`config.mk`:
```
export PLATFORM = sky130hd
export DESIGN_NAME = axi4lite_mem_arbiter
export DESIGN_NICKNAME = d
export VERILOG_FILES = /design/src/rtl/axi4lite_mem_arbiter.sv
export SDC_FILE = /design/constraint.sdc
export NUM_CORES = 1
export LEC_CHECK = 0
export CORE_AREA = 2 2 190 192
export DETAILED_ROUTE_END_ITERATION = 7
export DIE_AREA = 0 0 192 194
export GPL_TIMING_DRIVEN = 0
export SYNTH_ARGS = -nofsm -noshare
export SYNTH_HDL_FRONTEND = slang
export SYNTH_SLANG_ARGS = --single-unit
```
`constraint.sdc`:
```
create_clock -name clock -period 1.9 [get_ports clock]
set_input_delay 0.19 -clock clock [delete_from_list [all_inputs] [get_ports clock]]
set_output_delay 0.19 -clock clock [all_outputs]
set_load 0.05 [all_outputs]
```
`src/rtl/axi4lite_mem_arbiter.sv`:
```
// Two-master / one-slave AXI4-Lite arbiter. One whole transaction (read or
// write) is granted at a time in round-robin order; the owner's channels are
// forwarded to the slave and responses return only to the owner.
// Handshake rule on every channel: a transfer happens in a cycle where both
// valid and ready are high; valid never depends combinationally on ready.
module axi4lite_mem_arbiter #(
  parameter int ADDR_W = 32,
  parameter int DATA_W = 32
) (
  input  logic                clock,
  input  logic                reset,
  // master 0 (iBus)
  input  logic                io_in0_aw_valid,
  output logic                io_in0_aw_ready,
  input  logic [ADDR_W-1:0]   io_in0_aw_bits_addr,
  input  logic [2:0]          io_in0_aw_bits_prot,
  input  logic [3:0]          io_in0_aw_bits_cache,
  input  logic                io_in0_w_valid,
  output logic                io_in0_w_ready,
  input  logic [DATA_W-1:0]   io_in0_w_bits_data,
  input  logic [DATA_W/8-1:0] io_in0_w_bits_strb,
  output logic                io_in0_b_valid,
  input  logic                io_in0_b_ready,
  output logic [1:0]          io_in0_b_bits_resp,
  input  logic                io_in0_ar_valid,
  output logic                io_in0_ar_ready,
  input  logic [ADDR_W-1:0]   io_in0_ar_bits_addr,
  input  logic [2:0]          io_in0_ar_bits_prot,
  input  logic [3:0]          io_in0_ar_bits_cache,
  output logic                io_in0_r_valid,
  input  logic                io_in0_r_ready,
  output logic [1:0]          io_in0_r_bits_resp,
  output logic [DATA_W-1:0]   io_in0_r_bits_data,
  // master 1 (dBus)
  input  logic                io_in1_aw_valid,
  output logic                io_in1_aw_ready,
  input  logic [ADDR_W-1:0]   io_in1_aw_bits_addr,
  input  logic [2:0]          io_in1_aw_bits_prot,
  input  logic [3:0]          io_in1_aw_bits_cache,
  input  logic                io_in1_w_valid,
  output logic                io_in1_w_ready,
  input  logic [DATA_W-1:0]   io_in1_w_bits_data,
  input  logic [DATA_W/8-1:0] io_in1_w_bits_strb,
  output logic                io_in1_b_valid,
  input  logic                io_in1_b_ready,
  output logic [1:0]          io_in1_b_bits_resp,
  input  logic                io_in1_ar_valid,
  output logic                io_in1_ar_ready,
  input  logic [ADDR_W-1:0]   io_in1_ar_bits_addr,
  input  logic [2:0]          io_in1_ar_bits_prot,
  input  logic [3:0]          io_in1_ar_bits_cache,
  output logic                io_in1_r_valid,
  input  logic                io_in1_r_ready,
  output logic [1:0]          io_in1_r_bits_resp,
  output logic [DATA_W-1:0]   io_in1_r_bits_data,
  // slave side
  output logic                io_out_aw_valid,
  input  logic                io_out_aw_ready,
  output logic [ADDR_W-1:0]   io_out_aw_bits_addr,
  output logic [2:0]          io_out_aw_bits_prot,
  output logic [3:0]          io_out_aw_bits_cache,
  output logic                io_out_w_valid,
  input  logic                io_out_w_ready,
  output logic [DATA_W-1:0]   io_out_w_bits_data,
  output logic [DATA_W/8-1:0] io_out_w_bits_strb,
  input  logic                io_out_b_valid,
  output logic                io_out_b_ready,
  input  logic [1:0]          io_out_b_bits_resp,
  output logic                io_out_ar_valid,
  input  logic                io_out_ar_ready,
  output logic [ADDR_W-1:0]   io_out_ar_bits_addr,
  output logic [2:0]          io_out_ar_bits_prot,
  output logic [3:0]          io_out_ar_bits_cache,
  input  logic                io_out_r_valid,
  output logic                io_out_r_ready,
  input  logic [1:0]          io_out_r_bits_resp,
  input  logic [DATA_W-1:0]   io_out_r_bits_data,
  // status
  output logic                io_owner,
  output logic                io_busy,
  output logic [2:0]          io_dbg_state
);

  typedef enum logic [2:0] {
    S_IDLE    = 3'd0,
    S_WR_ADDR = 3'd1,
    S_WR_RESP = 3'd2,
    S_RD_ADDR = 3'd3,
    S_RD_DATA = 3'd4
  } state_t;

  state_t r_state;
  logic   r_owner;
  logic   r_last;
  logic   r_aw_done;
  logic   r_w_done;
  logic   r_busy;

  // Request decode and round-robin pick (only meaningful in IDLE).
  logic w_req_wr0, w_req_wr1, w_req0, w_req1, w_grant, w_grant_wr;
  assign w_req_wr0  = io_in0_aw_valid & io_in0_w_valid;
  assign w_req_wr1  = io_in1_aw_valid & io_in1_w_valid;
  assign w_req0     = w_req_wr0 | io_in0_ar_valid;
  assign w_req1     = w_req_wr1 | io_in1_ar_valid;
  assign w_grant    = (w_req0 & w_req1) ? ~r_last : w_req1;
  assign w_grant_wr = w_grant ? w_req_wr1 : w_req_wr0;

  // Owner-selected master signals.
  logic w_own_aw_valid, w_own_w_valid, w_own_ar_valid, w_own_b_ready, w_own_r_ready;
  assign w_own_aw_valid = r_owner ? io_in1_aw_valid : io_in0_aw_valid;
  assign w_own_w_valid  = r_owner ? io_in1_w_valid  : io_in0_w_valid;
  assign w_own_ar_valid = r_owner ? io_in1_ar_valid : io_in0_ar_valid;
  assign w_own_b_ready  = r_owner ? io_in1_b_ready  : io_in0_b_ready;
  assign w_own_r_ready  = r_owner ? io_in1_r_ready  : io_in0_r_ready;

  // Slave-facing channels: only the channel(s) of the current state are live.
  assign io_out_aw_valid      = (r_state == S_WR_ADDR) & ~r_aw_done & w_own_aw_valid;
  assign io_out_w_valid       = (r_state == S_WR_ADDR) & ~r_w_done & w_own_w_valid;
  assign io_out_b_ready       = (r_state == S_WR_RESP) & w_own_b_ready;
  assign io_out_ar_valid      = (r_state == S_RD_ADDR) & w_own_ar_valid;
  assign io_out_r_ready       = (r_state == S_RD_DATA) & w_own_r_ready;
  assign io_out_aw_bits_addr  = r_owner ? io_in1_aw_bits_addr  : io_in0_aw_bits_addr;
  assign io_out_aw_bits_prot  = r_owner ? io_in1_aw_bits_prot  : io_in0_aw_bits_prot;
  assign io_out_aw_bits_cache = r_owner ? io_in1_aw_bits_cache : io_in0_aw_bits_cache;
  assign io_out_w_bits_data   = r_owner ? io_in1_w_bits_data   : io_in0_w_bits_data;
  assign io_out_w_bits_strb   = r_owner ? io_in1_w_bits_strb   : io_in0_w_bits_strb;
  assign io_out_ar_bits_addr  = r_owner ? io_in1_ar_bits_addr  : io_in0_ar_bits_addr;
  assign io_out_ar_bits_prot  = r_owner ? io_in1_ar_bits_prot  : io_in0_ar_bits_prot;
  assign io_out_ar_bits_cache = r_owner ? io_in1_ar_bits_cache : io_in0_ar_bits_cache;

  // Master-facing readies/valids, routed to the owner only.
  logic w_aw_rdy, w_w_rdy, w_ar_rdy, w_b_vld, w_r_vld;
  assign w_aw_rdy = (r_state == S_WR_ADDR) & ~r_aw_done & io_out_aw_ready;
  assign w_w_rdy  = (r_state == S_WR_ADDR) & ~r_w_done & io_out_w_ready;
  assign w_ar_rdy = (r_state == S_RD_ADDR) & io_out_ar_ready;
  assign w_b_vld  = (r_state == S_WR_RESP) & io_out_b_valid;
  assign w_r_vld  = (r_state == S_RD_DATA) & io_out_r_valid;

  assign io_in0_aw_ready = w_aw_rdy & ~r_owner;
  assign io_in1_aw_ready = w_aw_rdy & r_owner;
  assign io_in0_w_ready  = w_w_rdy & ~r_owner;
  assign io_in1_w_ready  = w_w_rdy & r_owner;
  assign io_in0_ar_ready = w_ar_rdy & ~r_owner;
  assign io_in1_ar_ready = w_ar_rdy & r_owner;
  assign io_in0_b_valid  = w_b_vld & ~r_owner;
  assign io_in1_b_valid  = w_b_vld & r_owner;
  assign io_in0_r_valid  = w_r_vld & ~r_owner;
  assign io_in1_r_valid  = w_r_vld & r_owner;

  // Response payloads go to both masters; only the owner sees a valid.
  assign io_in0_b_bits_resp = io_out_b_bits_resp;
  assign io_in1_b_bits_resp = io_out_b_bits_resp;
  assign io_in0_r_bits_resp = io_out_r_bits_resp;
  assign io_in1_r_bits_resp = io_out_r_bits_resp;
  assign io_in0_r_bits_data = io_out_r_bits_data;
  assign io_in1_r_bits_data = io_out_r_bits_data;

  // Slave-side handshakes.
  logic w_aw_hs, w_w_hs, w_b_hs, w_ar_hs, w_r_hs;
  assign w_aw_hs = io_out_aw_valid & io_out_aw_ready;
  assign w_w_hs  = io_out_w_valid & io_out_w_ready;
  assign w_b_hs  = io_out_b_valid & io_out_b_ready;
  assign w_ar_hs = io_out_ar_valid & io_out_ar_ready;
  assign w_r_hs  = io_out_r_valid & io_out_r_ready;

  assign io_owner     = r_owner;
  assign io_busy      = r_busy;
  assign io_dbg_state = r_state;

  // Transaction FSM: arbitrate in IDLE, then track one transaction to its response.
  always_ff @(posedge clock) begin
    if (reset) begin
      r_state   <= S_IDLE;
      r_owner   <= 1'b0;
      r_last    <= 1'b0;
      r_aw_done <= 1'b0;
      r_w_done  <= 1'b0;
      r_busy    <= 1'b0;
    end else begin
      case (r_state)
        S_IDLE: begin
          if (w_req0 | w_req1) begin
            r_owner   <= w_grant;
            r_last    <= w_grant;
            r_aw_done <= 1'b0;
            r_w_done  <= 1'b0;
            r_busy    <= 1'b1;
            r_state   <= w_grant_wr ? S_WR_ADDR : S_RD_ADDR;
          end
        end
        S_WR_ADDR: begin
          // A handshake completing this cycle counts toward leaving WR_ADDR.
          if ((r_aw_done | w_aw_hs) & (r_w_done | w_w_hs)) begin
            r_state   <= S_WR_RESP;
            r_aw_done <= 1'b0;
            r_w_done  <= 1'b0;
          end else begin
            if (w_aw_hs) r_aw_done <= 1'b1;
            if (w_w_hs)  r_w_done  <= 1'b1;
          end
        end
        S_WR_RESP: begin
          if (w_b_hs) begin
            r_state <= S_IDLE;
            r_busy  <= 1'b0;
          end
        end
        S_RD_ADDR: begin
          if (w_ar_hs) r_state <= S_RD_DATA;
        end
        S_RD_DATA: begin
          if (w_r_hs) begin
            r_state <= S_IDLE;
            r_busy  <= 1'b0;
          end
        end
        default: begin
          r_state <= S_IDLE;
          r_busy  <= 1'b0;
        end
      endcase
    end
  end

endmodule

```
After elaboration in Yosys (flattened, before gate mapping). Cells that the tools add are included.

Equal/unequal tests: 11. Multiply operators: 0. Reductions and logical operators: 8. Mux-type cells: 33. Bitwise operators: 40. Shift-type cells: 0. Div/mod/pow operators: 0. Magnitude comparators: 0. Add/sub/neg operators: 0.

Operator list (count): 2-to-1 mux 32 bit (3); AND 1 bit (31); 2-to-1 mux 3 bit (7); 2-to-1 mux 1 bit (15); case mux 3 bit (5 select lines) (1); 2-to-1 mux 4 bit (3); inequality test 2 bit, second input constant (4); == test 3 x 2 -> 1 bit, second input constant (2); inequality test 3 x 2 -> 1 bit, second input constant (2); AND reduction 3 bit (2); OR 1 bit (5); AND reduction 5 bit (1); inverter 1 bit (4); case mux 1 bit (2 select lines) (2); case mux 1 bit (4 select lines) (1); AND reduction 4 bit (1); == test 3 x 1 -> 1 bit, second input constant (1); == test 3 bit, second input constant (1); logical NOT 3 bit (1); 2-to-1 mux 2 bit (1); inequality test 2 x 1 -> 1 bit, second input constant (1); AND reduction 2 bit (1); nonzero test 2 bit (1); OR reduction 2 bit (1).

Bits in latches: 0. Flip-flop bits (word level): 7. Output and inout bits: 206. Logic and storage cells: 97. Bits of input ports: 281. Memories kept: 0. Memory bits (writable): 0. Memory bits (read-only): 0.

Logic depth before layout (Yosys ltp).
Depth after elaboration: 8. Gate-level depth with buffers: 6. Gate-level depth less buffers: 5.

Least setup slack after synthesis. OpenSTA, ideal clock, no wires.

Path kind: reg-to-output. From: reg r_state[0], in the netlist io_dbg_state[0]. To: out io_in0_w_ready. Buffers on the path: 0. Path slack: -242 ps. Required time: 1710 ps. Stages on the path, launching flop included: 4. Arrival: 1952 ps. Path through: dfxtp_1 nor4b_2 nand2_1 nor2_1.

Word-level cells in the longest chain between the ends: 4.

RTL lines: start, declared (RTL line 92) `state_t r_state;`; start signal, assigned (RTL line 188) `r_state <= w_grant_wr ? S_WR_ADDR : S_RD_ADDR;`; == test 3 x 1 -> 1 bit (RTL line 134) `assign w_w_rdy = (r_state == S_WR_ADDR) & ~r_w_done & io_out_w_ready;`; AND 1 bit (2 in series) (RTL line 134); AND 1 bit (RTL line 141) `assign io_in0_w_ready = w_w_rdy & ~r_owner;`; end, declared (RTL line 19) `output logic io_in0_w_ready,`.

Every way passes these cells.

==> impl_metrics.csv <==
group,metric,value,unit
run_status,status,"complete, no violations",
timing,skew,0.000622,ns
power,cell_internal_pwr,2.86,mW
routing,drt_wl_total,19.2,mm
die,die_w,192,um
cells_and_area,fin_cells,1204,
synthesis,synth-edff-count,0,
worst_setup_path,crit_chain,"buf_12 -> clkbuf_16 -> buf_12 -> mux2_2 -> buf_2",
cells_and_area,area.growth.synth_to_final,194,%
power,total_power,6.74,mW
worst_setup_path,start_kind,"register",
cts,cts_made_buffers,3,
worst_setup_path,worstPathMaxFanout,10,
worst_setup_path,cpPeakStageDelay,0.38,ns
routing,drc,0,
worst_setup_path,critPathCaptureType,"output pin",
timing,setup_viol,0,
synthesis,syn_nets,566,
routing,vias,3784,
synthesis,synthCells,285,
timing,whs,0.502,ns
synthesis,netlist.area_leader.share,50.8,%
power,switching_share,57.6,%
cts,clock_sinks,7,
timing,max_slew_margin,64.3,%
cells_and_area,antenna_cells,0,
synthesis,synthTopCellsByArea,"mux2_2 (51%), buf_4 (21%), dfxtp_1 (5.5%), nor2_1 (2.4%), buf_2 (2.0%)",
die,io_pins,487,
grt,grt_max_degree,11,
timing,slew_violations,0,
grt,grt_use_total,9.38,%
worst_setup_path,critPathRequiredTime,1.71,ns
cts,htree_levels,1,
synthesis,syn_area,0.00255,sq mm
timing,finalHoldViolations,0,
power,p_leak,3.05,nW
routing,drt_iter0_markers,61,
power,ir_worst_vdd,0.444,mV
synthesis,ys.flop_type,"dfxtp_1",
die,die-area,0.0372,sq mm
grt,overflow,0,
run,cap_violations,0,
cells_and_area,nets,1025,
cts,hold_buffers,0,
die,core_area,0.0352,sq mm
worst_setup_path,ff2ff_setup_slack,0.24,ns
placement,io_buffers,450,
routing,wl_per_cell,15.9,um
placement,dp_hpwl,16.9,mm
synthesis,yosysWarnings,0,
timing,fmax,539,MHz
placement,placed_cells,1196,
power,combPwrFrac,90.5,%
cells_and_area,drive_above_1_share,48.6,%
placement,place_congestion,0.790,
worst_setup_path,cp_common_cell,"buf_12",
routing,dr.pass1.iters,3,
timing,setup_ws,0.0445,ns
timing,period_share,97.7,%
synthesis,synth_area_per_cell,8.95,sq um
power,power.share.clock,5.4,%
synthesis,synth_top_cell_by_area,"mux2_2",
die,die_h,194,um
routing,viasPerCell,3.14,
power,seqPwrFrac,4.1,%
worst_setup_path,worstSetupPathType,"reg2out",
timing,fin_tns_setup,0,ns
cts,root_buffer,"clkbuf_16",
synthesis,synth_cell_types,35,
die,rows,69,
timing,rsz0062_at_grt,"true",
timing,period_minus_slack,1.86,ns
synthesis,synth_seq_cells,7,
synthesis,async_flop_share,0,%
timing,worst_pin_slew,0.534,ns
routing,antenna_left,0,
cts,clkLatencyLatePin,0.23,ns
worst_setup_path,arrival,1.67,ns
placement,pre_cts_ws,-1.04,ns
worst_setup_path,slowest_stage,"dfxtp_4",
die,initial_core_util,7.24,%
cts,cts_tree,"yes",
synthesis,ys_seq_area_share,5.49,%
power,power_density,897,mW/mm^2
cts,clk_pin_slew_worst_paths,0.04,ns
grt,antenna_found_initial,0,
cts,clockBufferDepth,2,
grt,grt_pass1_wl,25.9,mm
hold_path,hold_path_class,"reg2reg",
power,p_switching,3.88,mW
grt,grt_pass1_vias,4092,
==> synth_stat cells, types with 4 or more instances <==
cell type,n
mux2_2,115
clkbuf_1,5
a21oi_1,6
dfxtp_1,7
and2_1,6
nor2b_1,4
buf_2,10
nor2_1,16
buf_4,72
nand2_1,12
==> per-stage QoR <==
stage / util [%] / area [sq um]
2_1_floorplan: - / 2580
5_1_grt: 21.3 / 7500
3_5_place_dp: 21.7 / 7660
4_1_cts: 21.4 / 7520
6_report: 21.3 / 7500
3_3_place_gp: 21.7 / 7660
==> placed cells by master, fill, tap and decap left out, drive strengths merged <==
cell type / count
a211oi: 2
o31ai: 1
clkdlybuf4s15: 2
a21oi: 6
nand2b: 2
a31oi: 2
nand2: 13
o211a: 1
a221oi: 1
inv: 1
or2b: 1
nor4b: 2
nor2: 16
a311oi: 2
nor2b: 4
clkbuf: 16
and3: 2
clkdlybuf4s50: 321
or4: 1
mux2: 118
nor3: 2
mux2i: 2
a21boi: 1
a21o: 1
o21bai: 1
buf: 207
and2: 6
a32oi: 1
o211ai: 1
dfxtp: 7
==> repair_timing <==
item / CTS / global route
pin swaps: 0 / 1
endpoints found under the setup margin: 130 / 83
cloned: 1 / 1
resized for setup: 642 / 131
buffers inserted: 2 / 0
==> logic make-up after synthesis <==
family | after synthesis | synth area share, %
flops | 7 | 5.49
compound gates | 20 | 6.72
mux | 120 | 53.2
simple gates | 49 | 10.2
buf+inv | 89 | 24.5
==> area by class of cell <==
type                       instances  area (sq um)
buffer                            88           768
timing repair buffer             454          4090
clock buffer                       4          78.8
sequential                         7           145
multi-input combinational        189          1840
fill                            3950         27700
tap                              461           577
inverter                           1          3.75
==> path summary, 6_finish.rpt <==
check | depth (start not counted) | end | start
worst max-delay path | 5 | io_out_ar_bits_addr[12] | r_last$_SDFFE_PP0P_
worst min-delay path | 2 | io_busy$_SDFFE_PP0P_ | io_busy$_SDFFE_PP0P_
worst max register to register | 7 | io_dbg_state[1]$_SDFFE_PP0P_ | r_last$_SDFFE_PP0P_
worst min register to register | 2 | io_busy$_SDFFE_PP0P_ | io_busy$_SDFFE_PP0P_
==> state kept, by name, summed over array words and instances, names as in the netlist <==
name / flops
r_w_done: 1
r_last: 1
io_dbg_state: 3
io_busy: 1
r_aw_done: 1
==> power by group through the flow <==
stage               Combinational [mW]  Sequential [mW]  Clock, mW
floorplan                         3.82            0.356          0
global placement                  6.16            0.255          0
detailed placement                6.15            0.256          0
CTS                               6.08            0.260      0.374
global route                      6.37            0.281      0.383
finish                            6.10            0.273      0.364
==> layer usage <==
| metal | track usage (%) | vias up | wire [um] |
|---|---|---|---|
| met5 | 0 | - | 0 |
| met4 | 0.339 | 0 | 127 |
| met3 | 1.56 | 4 | 1480 |
| met2 | 18.7 | 232 | 10100 |
| met1 | 10.8 | 1692 | 7430 |
| li1 | - | 1856 | - |
==> critical path: cells and delay by family (launching register included) <==
family | cells | cell delay [ns]
buffers and inverters | 4 | 0.69
DFF | 1 | 0.38
muxes | 1 | 0.36
(Power assumes the default switching activity.)
